==> src/rtl/lamp_scan_scheduler.sv <==
// Count-enable strobe generator and lamp channel sequencer (manual select or auto-scan).
// Optional blank gap between auto-scanned channels: define SCAN_BLANK_EN.
module lamp_scan_scheduler #(
  parameter int DATA_W = 8,
  parameter int TAP0   = 10,
  parameter int TAP1   = 15,
  parameter int TAP2   = 20,
  parameter int TAP3   = 25,
  parameter int DWELL  = 10000000,
  parameter int BLANK  = 1000
) (
  input  logic                  clk,
  input  logic                  rst_n,
  input  logic                  enable,
  input  logic                  auto_mode,
  input  logic [1:0]            s,
  input  logic                  hold,
  input  logic [4*DATA_W-1:0]   ch_data,
  output logic [3:0]            tick,
  output logic [1:0]            ch_sel,
  output logic [DATA_W-1:0]     lamps,
  output logic                  scan_wrap
);

  localparam int PS_W    = TAP3 + 1;
  localparam int CNT_MAX = (DWELL > BLANK) ? DWELL : BLANK;
  localparam int CNT_W   = $clog2(CNT_MAX);
  localparam logic [CNT_W-1:0] DWELL_LAST = CNT_W'(DWELL - 1);
`ifdef SCAN_BLANK_EN
  localparam logic [CNT_W-1:0] BLANK_LAST = CNT_W'(BLANK - 1);
`endif

  typedef enum logic [1:0] {ST_IDLE, ST_MANUAL, ST_SCAN, ST_BLANK} state_t;

  state_t            state;
  logic [PS_W-1:0]   prescaler;
  logic [CNT_W-1:0]  cnt;
  logic [DATA_W-1:0] sel_data;

  // A strobe fires the cycle after the low TAPk+1 prescaler bits are all ones.
  always_ff @(posedge clk or negedge rst_n) begin
    if (!rst_n) begin
      prescaler <= '0;
      tick      <= '0;
    end else begin
      // NOTE: non-blocking assignments so every register samples pre-edge values.
      prescaler <= prescaler + PS_W'(1);
      tick      <= {&prescaler[TAP3:0], &prescaler[TAP2:0],
                    &prescaler[TAP1:0], &prescaler[TAP0:0]};
    end
  end

  always_comb begin
    // NOTE: default first so no path through the case leaves sel_data unassigned (no latch).
    sel_data = ch_data[0 +: DATA_W];
    case (ch_sel)
      2'd1:    sel_data = ch_data[DATA_W   +: DATA_W];
      2'd2:    sel_data = ch_data[2*DATA_W +: DATA_W];
      2'd3:    sel_data = ch_data[3*DATA_W +: DATA_W];
      default: sel_data = ch_data[0 +: DATA_W];
    endcase
  end

  // cnt is the dwell counter in SCAN and the gap counter in BLANK.
  always_ff @(posedge clk or negedge rst_n) begin
    if (!rst_n) begin
      state     <= ST_IDLE;
      ch_sel    <= 2'd0;
      lamps     <= '0;
      scan_wrap <= 1'b0;
      cnt       <= '0;
    end else begin
      scan_wrap <= 1'b0;
      if (!enable) begin
        state <= ST_IDLE;
        lamps <= '0;
      end else begin
        case (state)
          ST_IDLE: begin
            lamps <= '0;
            cnt   <= '0;
            state <= auto_mode ? ST_SCAN : ST_MANUAL;
          end
          ST_MANUAL: begin
            lamps <= sel_data;
            if (auto_mode) begin
              state <= ST_SCAN;
              cnt   <= '0;
            end else begin
              ch_sel <= s;
            end
          end
          ST_SCAN: begin
            lamps <= sel_data;
            if (!auto_mode) begin
              state <= ST_MANUAL;
            end else if (!hold) begin
              if (cnt == DWELL_LAST) begin
                cnt <= '0;
`ifdef SCAN_BLANK_EN
                state <= ST_BLANK;
`else
                ch_sel    <= ch_sel + 2'd1;
                scan_wrap <= (ch_sel == 2'd3);
`endif
              end else begin
                cnt <= cnt + CNT_W'(1);
              end
            end
          end
`ifdef SCAN_BLANK_EN
          ST_BLANK: begin
            lamps <= '0;
            if (!auto_mode) begin
              state <= ST_MANUAL;
            end else if (!hold) begin
              if (cnt == BLANK_LAST) begin
                cnt       <= '0;
                state     <= ST_SCAN;
                ch_sel    <= ch_sel + 2'd1;
                scan_wrap <= (ch_sel == 2'd3);
              end else begin
                cnt <= cnt + CNT_W'(1);
              end
            end
          end
`endif
          default: begin
            state <= ST_IDLE;
            lamps <= '0;
          end
        endcase
      end
    end
  end

endmodule
==> config.mk <==
export PLATFORM = sky130hd
export DESIGN_NAME = lamp_scan_scheduler
export DESIGN_NICKNAME = d
export VERILOG_FILES = /design/src/rtl/lamp_scan_scheduler.sv
export SDC_FILE = /design/constraint.sdc
export NUM_CORES = 1
export LEC_CHECK = 0
export ABC_AREA = 1
export CAP_MARGIN = 10
export CORE_MARGIN = 4
export CORE_UTILIZATION = 55
export CTS_BUF_LIST = sky130_fd_sc_hd__clkbuf_8
export CTS_CLUSTER_DIAMETER = 200
export CTS_CLUSTER_SIZE = 12
export DETAILED_ROUTE_END_ITERATION = 10
export PLACE_DENSITY = 0.78
export SLEW_MARGIN = 20
export SYNTH_ARGS = -nofsm -noshare
export SYNTH_HDL_FRONTEND = slang
export SYNTH_SLANG_ARGS = --single-unit
==> constraint.sdc <==
create_clock -name clk -period 2.38 [get_ports clk]
set_clock_uncertainty 0.05 [all_clocks]
set_input_delay 0.357 -clock clk [delete_from_list [all_inputs] [get_ports clk]]
set_output_delay 0.357 -clock clk [all_outputs]
set_load 0.01 [all_outputs]
==> results of run 1 <==
==> layer usage <==
metal  vias to the layer above  track usage (%)  share of wire (%)
met2                       106             36.7                 47
met4                         0             8.04               0.99
met5                         -                0                  0
met1                      1616             30.3                 44
li1                       1761                -                  -
met3                         9             5.44                8.0
==> timing repair <==
item / 4_1_cts / 5_1_grt
endpoints found under the hold margin: 4 / 0
hold buffers: 1 / 0
setup endpoints to repair: 0 / 0
gates resized for setup: 0 / 0
buffers inserted: 0 / 0
==> flip-flops by register name, summed over array words and instances, names as in the netlist <==
name,flops
prescaler,26
cnt,24
lamps,8
tick,4
ch_sel,2
state,2
scan_wrap,1
==> cell type report <==
type / instances / area, sq um / share of cell area [%]
Clock buffer: 10 / 138 / 2.89
Timing Repair Buffer: 58 / 578 / 12.1
Clock inverter: 6 / 56.3 / 1.18
Tap cell: 96 / 120 / 2.52
Inverter: 60 / 230 / 4.83
Multi-Input combinational cell: 378 / 1970 / 41.3
Sequential cell: 67 / 1680 / 35.2
==> worst register-to-register path, delay by kind of cell (launching register included) <==
| family | cells | cell delay, ns |
|---|---|---|
| and+or+nand+nor | 5 | 0.84 |
| DFF | 1 | 0.44 |
| adders and majority gates | 1 | 0.39 |
| buffers and inverters | 2 | 0.25 |
==> per-stage QoR <==
stage	hold slack (ns)	cell area, sq um
floorplan	0.0114	3910
global placement	0.375	4560
detailed placement	0.377	4560
CTS	0.430	4770
global route	0.456	4770
finish	0.427	4770
==> kinds of logic after synthesis <==
| group | count (synthesis) |
|---|---|
| AO/OA/AOI/OAI | 47 |
| AND/OR/NAND/NOR | 292 |
| buffers and inverters | 67 |
| adder cells (fa/ha/maj) | 10 |
| flip-flops | 67 |
| XOR/XNOR | 29 |
==> layout by cell type, fill, tap and decap left out, types with 3 or more instances in the layout <==
cell type and count:
nand3_1 45, inv_1 55, ha_1 10, nand2_2 11
clkinv_2 3, xnor2_1 9, xor2_1 20, a21oi_1 19
o21ai_1 4, inv_2 5, nand2_1 137, nand4_1 13
nor2_1 56, buf_4 3, a31oi_1 8, nor2_2 10
nor3_1 8, dfrtp_1 67, clkbuf_8 10, clkdlybuf4s50_1 52
o21ai_0 13
==> how the worst min path moves through the flow <==
stage | start | end | slack [ns] | cells past startpoint
floorplan | rst_n | ch_sel[0] | 0.01 | 0
detailed placement | rst_n | cnt[20] | 0.38 | 1
finish | prescaler[23] | prescaler[23] | 0.43 | 1
global placement | rst_n | cnt[20] | 0.38 | 1
CTS | prescaler[0] | prescaler[0] | 0.43 | 1
global route | prescaler[0] | prescaler[0] | 0.46 | 1
==> where the power goes <==
part / internal [uW] / leakage (uW) / total [uW] / switching [uW]
clock: 503 / 0.000103 / 938 / 435
sequential: 1210 / 0.000914 / 1270 / 62.6
combinational: 335 / 0.00113 / 825 / 489
==> load_flow_metrics.sql, run 1 <==
INSERT INTO impl_metrics (metric_group, metric, value, unit) VALUES
('grt', 'grt_pass1_wl', '15600', 'microns'),
('timing', 'timing_hold_violations_final', '0', ''),
('route', 'drtIter0Drc', '266', ''),
('flow_run', 'max-cap-violations', '0', ''),
('timing', 'final_max_tran_viols', '0', ''),
('clocking', 'cts_max_level', '3', ''),
('finish', 'fraction_of_layout_instances_using_a_drive_strength_above_1', '9.50', '%'),
('finish', 'final_cells', '675', ''),
('route', 'drt_pre_antenna_iters', '4', ''),
('critical_path', 'worstSetupStartpointType', 'flip-flop', ''),
('timing', 'maxSlewHeadroom', '55.6', '%'),
('timing', 'final.min_clock_period', '2.03', 'ns'),
('worst_hold_path', 'hold_class', 'reg -> reg', ''),
('grt', 'grt_max_degree', '29', ''),
('critical_path', 'critPathLaunch', 'state[0]', ''),
('logic_synthesis', 'postSynthAreaPerCell', '7.64', 'sq um'),
('clocking', 'worst_setup_hold_path_clk_slew', '0.08', 'ns'),
('logic_synthesis', 'synth-xor-area-share', '6.49', '%'),
('timing', 'max_freq', '0.491', 'GHz'),
('critical_path', 'worst-setup-path-type', 'reg -> reg', ''),
('logic_synthesis', 'post_synth_fa_ha_maj_area_fraction', '3.20', '%'),
('die', 'die-area', '0.00853', 'sq mm'),
('power_and_ir_drop', 'post-layout-total-power', '3030', 'uW'),
('route', 'antenna_violating_nets_post_route', '0', ''),
('placed_design', 'place.port_buffers', '53', ''),
('route', 'vias', '3492', ''),
('power_and_ir_drop', 'leakagePower', '0.00215', 'uW'),
('grt', 'grt_remaining_overflow', '0', ''),
('logic_synthesis', 'synth_ff_type', 'dfrtp_1', ''),
('critical_path', 'crit_path_max_incr_delay', '0.44', 'ns'),
('timing', 'rsz0062_at_grt', 'false', ''),
('route', 'wire_per_inst', '13.3', 'microns'),
('power_and_ir_drop', 'irDropWorstVdd', '407', 'uV'),
('route', 'route.final.wire_length', '8960', 'microns'),
('placed_design', 'final_estimated_routing_congestion_in_global_placement', '0.903', ''),
('finish', 'diodes', '0', ''),
('die', 'starting_utilization_of_the_core_area', '57.0', '%'),
('logic_synthesis', 'synth.top_cells.by_area', 'dfrtp_1, nand2_1, nand3_1', ''),
('logic_synthesis', 'synthTopCellsByCount', 'nand2_1, dfrtp_1, nor2_1', ''),
('die', 'total_core_area', '0.00687', 'sq mm'),
('finish', 'postLayoutCoreUtil', '69.4', '%'),
('clocking', 'cts_tree', 'yes', ''),
('logic_synthesis', 'netlist-cell-type-count', '33', ''),
('finish', 'final_net_count', '623', ''),
('logic_synthesis', 'synth_top_family_by_area', 'simple AND/OR/NAND/NOR gates', ''),
('die', 'dieHeight', '92.4', 'microns'),
('timing', 'setup_violations', '0', ''),
('critical_path', 'critical_path_peak_fanout', '10', ''),
('timing', 'post-route-worst-setup-slack', '0.345', 'ns'),
('clocking', 'clk_tree_root_cell', 'clkbuf_8', ''),
('logic_synthesis', 'synth_seq_cells', '67', ''),
('logic_synthesis', 'gate_count_post_synth', '512', ''),
('critical_path', 'cp.required', '2.61', 'ns'),
('clocking', 'clk_lat_worst_skew', '0.34', 'ns'),
('critical_path', 'r2r_start', 'state[0]', ''),
('critical_path', 'critical_path.cell_chain', 'inv_1 > ha_1 > nand3_1 > nor3b_2 > nand2_2 > inv_2 > nand3_1 > nand2_1', ''),
('route', 'average_via_count_per_standard_cell', '5.17', ''),
('clocking', 'ctsLongestPathBuffers', '2', ''),
('critical_path', 'endpoint', 'cnt[20]', ''),
('placed_design', 'dp.final_hpwl', '6910', 'microns'),
('timing', 'setup-tns-final', '0', 'ns'),
('outcome', 'run_status', 'completed', ''),
('logic_synthesis', 'share_of_async_settable_or_async_resettable_flops_after_synthesis', '100', '%'),
('critical_path', 'critical_path_arrival', '2.26', 'ns'),
('die', 'core.rowCount', '30', ''),
('clocking', 'clkSinkCount', '67', ''),
('die', 'chip_width', '92.4', 'microns'),
('finish', 'n_fill_cell', '567', ''),
('logic_synthesis', 'net_count_after_synthesis', '561', ''),
('clocking', 'cts_buffers', '9', ''),
('power_and_ir_drop', 'power.density_cell_area', '636', 'mW/mm^2');
(Power assumes the default switching activity.)
==> run 2, diff against run 1 <==
==> constraint.sdc (replaced) <==
create_clock -name clk -period 2.38 [get_ports clk]
set_clock_uncertainty 0.05 [all_clocks]
set_input_delay 0.357 -clock clk [delete_from_list [all_inputs] [get_ports clk]]
set_output_delay 0.357 -clock clk [all_outputs]
set_load 0.005 [all_outputs]
==> results of run 2 <==
The final DEF is identical to that of run 1. Status: completed.
Main changes from that run: total power 3030 uW -> 3010 uW; worst IR drop on VDD 407 uV -> 395 uV
==> run 3, diff against run 2 <==
--- a/config.mk
+++ b/config.mk
@@ -13,7 +13,8 @@
 export CTS_CLUSTER_DIAMETER = 200
 export CTS_CLUSTER_SIZE = 12
 export DETAILED_ROUTE_END_ITERATION = 10
-export PLACE_DENSITY = 0.78
+export PLACE_DENSITY = 0.8
+export SKIP_CTS_REPAIR_TIMING = 1
 export SLEW_MARGIN = 20
 export SYNTH_ARGS = -nofsm -noshare
 export SYNTH_HDL_FRONTEND = slang
==> run 3 against run 2 <==
Global-route usage fell by 0.30 points; count of clock-buffer cells in the layout stayed put; core utilization grew 0.26 points; maximum frequency is 3.2% higher; first-iteration DRC count shrank 7.5%; combinational power fell by 0.7%; register-to-register slack gained 0.06 ns; sequential power barely moved; clock power increased by 14%; largest cell class unchanged.
==> load_flow_metrics.sql, run 3 (synthesized netlist as in run 1, its figures left out) <==
INSERT INTO impl_metrics (metric_group, metric, value, unit) VALUES
('finish', 'reg_top3', 'prescaler: 26 flops, cnt: 24 flops, lamps: 8 flops', ''),
('clocking', 'cts_tree', 'yes', ''),
('timing', 'post-route-worst-setup-slack', '0.409', 'ns'),
('timing', 'rsz0062_at_grt', 'false', ''),
('power_and_ir_drop', 'post-layout-total-power', '3140', 'uW'),
('finish', 'fraction_of_layout_instances_using_a_drive_strength_above_1', '9.36', '%'),
('power_and_ir_drop', 'power.combinational.fraction', '25.4', '%'),
('critical_path', 'crit_path_max_incr_delay', '0.44', 'ns'),
('route', 'wirelength_met1', '4080', 'microns'),
('die', 'num_io_pins', '54', ''),
('grt', 'grt_max_degree', '45', ''),
('finish', 'mostFrequentLayoutCells', 'nand2_1, dfrtp_1, nor2_1, inv_1, clkdlybuf4s50_1', ''),
('finish', 'final_net_count', '621', ''),
('placed_design', 'dp.final_hpwl', '6880', 'microns'),
('die', 'chip_width', '92.4', 'microns'),
('route', 'drt_pre_antenna_iters', '5', ''),
('power_and_ir_drop', 'p_sw_share', '31.4', '%'),
('finish', 'layout.cells.most_common', 'nand2_1', ''),
('grt', 'grt_pass1_wl', '15700', 'microns'),
('timing', 'timing_worst_slew_pin_value', '0.582', 'ns'),
('grt', 'grt_pass1_vias', '3489', ''),
('finish', 'multi_input_logic_area', '0.00197', 'sq mm'),
('power_and_ir_drop', 'netSwitchingPower', '985', 'uW'),
('critical_path', 'crit_slowest_cell', 'dfrtp_1', ''),
('timing', 'setup-tns-final', '0', 'ns'),
('clocking', 'worst_setup_hold_path_clk_slew', '0.08', 'ns'),
('finish', 'n_fill_cell', '556', ''),
('clocking', 'clk_tree_root_cell', 'clkbuf_8', ''),
('timing', 'finalCritPeriodShare', '82.8', '%'),
('route', 'detailed_routed_wire_length_on_met2', '4300', 'microns'),
('die', 'core.rowCount', '30', ''),
('die', 'total_core_area', '0.00687', 'sq mm'),
('grt', 'grt_antenna_before_repair', '0', ''),
('route', 'routed-wl-met3', '591', 'microns'),
('route', 'wire_per_inst', '13.5', 'microns'),
('critical_path', 'critical_path_arrival', '2.21', 'ns'),
('critical_path', 'critical_path_peak_fanout', '10', ''),
('power_and_ir_drop', 'sequentialPowerShare', '40.5', '%'),
('critical_path', 'worstRegToRegCells', '8', ''),
('finish', 'largest_reg_flops', '26', ''),
('clocking', 'clk_lat_worst_skew', '0.34', 'ns'),
('outcome', 'run_status', 'completed', ''),
('clocking', 'cts_max_level', '3', ''),
('grt', 'grt_remaining_overflow', '0', ''),
('power_and_ir_drop', 'irDropWorstVdd', '501', 'uV'),
('critical_path', 'critical_path.cell_chain', 'inv_1 > ha_1 > nand3_1 > nor3b_2 > nand2_2 > inv_2 > nand3_1 > nand2_1', ''),
('route', 'average_via_count_per_standard_cell', '5.26', ''),
('route', 'antenna_violating_nets_post_route', '0', ''),
('critical_path', 'cp.required', '2.62', 'ns'),
('finish', 'diodes', '0', ''),
('die', 'dieHeight', '92.4', 'microns'),
('critical_path', 'crit_top_cell', 'nand3_1', ''),
('flow_run', 'max-cap-violations', '0', ''),
('timing', 'maxSlewHeadroom', '61.2', '%'),
('route', 'detail_route.drc_violations', '0', ''),
('placed_design', 'final_estimated_routing_congestion_in_global_placement', '0.912', ''),
('route', 'route.final.wire_length', '9070', 'microns'),
('clocking', 'ctsLongestPathBuffers', '2', ''),
('critical_path', 'worst-setup-path-type', 'reg -> reg', ''),
('timing', 'setup_violations', '0', ''),
('worst_hold_path', 'hold_class', 'reg -> reg', ''),
('power_and_ir_drop', 'leakagePower', '0.00214', 'uW'),
('timing', 'final_max_tran_viols', '0', ''),
('route', 'maxUsedRoutingLayer', 'met4', ''),
('route', 'drtIter0Drc', '246', ''),
('worst_hold_path', 'min_path_cells', '1', ''),
('route', 'vias', '3537', ''),
('power_and_ir_drop', 'power.density_cell_area', '656', 'mW/mm^2'),
('critical_path', 'critical_path.endpoint_type', 'flip-flop', ''),
('finish', 'sequential_cell_area', '0.00168', 'sq mm'),
('critical_path', 'worstSetupStartpointType', 'flip-flop', ''),
('clocking', 'cts_buffers', '9', ''),
('power_and_ir_drop', 'clock_power_share', '34.1', '%'),
('timing', 'timing_hold_violations_final', '0', ''),
('clocking', 'clkSinkCount', '67', ''),
('timing', 'final.min_clock_period', '1.97', 'ns'),
('grt', 'grt.total_usage', '22.6', '%'),
('finish', 'flow.area_growth_from_synthesis', '22.3', '%'),
('placed_design', 'pre_cts_slack', '0.340', 'ns'),
('die', 'starting_utilization_of_the_core_area', '57.0', '%'),
('placed_design', 'place.port_buffers', '53', ''),
('power_and_ir_drop', 'power.internal', '2150', 'uW'),
('timing', 'max_freq', '0.507', 'GHz'),
('finish', 'max_flop_register', 'prescaler', ''),
('die', 'die-area', '0.00853', 'sq mm');
## run 3: cell types whose count changed in the layout (fill, tap and decap cells not counted)
cell        delta
buf_4          -2
clkinv_2       -2
bufinv_16      +1
clkinv_4       +1
clkinvlp_4     +1
inv_1          -1
## run 3: worst paths after layout
| check | slack (ns) | from | to |
|---|---|---|---|
| worst max-delay path | 0.41 | state[0] | cnt[19] |
| worst min-delay path | 0.43 | prescaler[0] | prescaler[0] |
| worst max register to register | 0.41 | state[0] | cnt[19] |
| max in group asynchronous | 1.16 | rst_n | lamps[4] |
| min in group asynchronous | 0.50 | rst_n | cnt[15] |
| worst min register to register | 0.43 | prescaler[0] | prescaler[0] |
## run 3: final cells by class
cell class                 instances  share of cell area, %
multi-input combinational        378                   41.1
sequential                        67                   35.0
timing repair buffer              56                   11.8
inverter                          60                   4.81
clock buffer                      10                   2.88
tap                               96                   2.51
clock inverter                     6                   1.86
## run 3: through the flow
| stage | cell area, sq um | util (%) | hold WS [ns] | std cells |
|---|---|---|---|---|
| 3_3_place_gp | 4550 | 66.2 | 0.346 | 656 |
| 4_1_cts | 4770 | 69.5 | -0.0301 | 672 |
| 5_1_grt | 4780 | 69.7 | 0.453 | 673 |
| 6_report | 4780 | 69.7 | 0.434 | 673 |
| 2_1_floorplan | 3910 | - | 0.0114 | 512 |
| 3_5_place_dp | 4550 | 66.2 | 0.345 | 656 |
## run 3: routing by layer
metal / up-vias / global-route usage (%)
met5: - / 0
met4: 0 / 5.20
met3: 12 / 5.77
met2: 115 / 36.5
met1: 1648 / 30.6
li1: 1762 / -
## run 3: power by group through the flow
stage                     combinational, uW  sequential, uW  clock [uW]
after floorplan                         467            1290           0
after global placement                  774            1290           0
after detailed placement                795            1290           0
after CTS                               798            1270        1090
after global routing                    895            1280        1140
final                                   797            1270        1070
## run 3: worst max-delay path: cells and delay by family (launching register included)
kind,cells,cell delay (ns)
simple gates,5,0.81
flops,1,0.44
fa+ha+maj,1,0.38
buf+inv,2,0.24
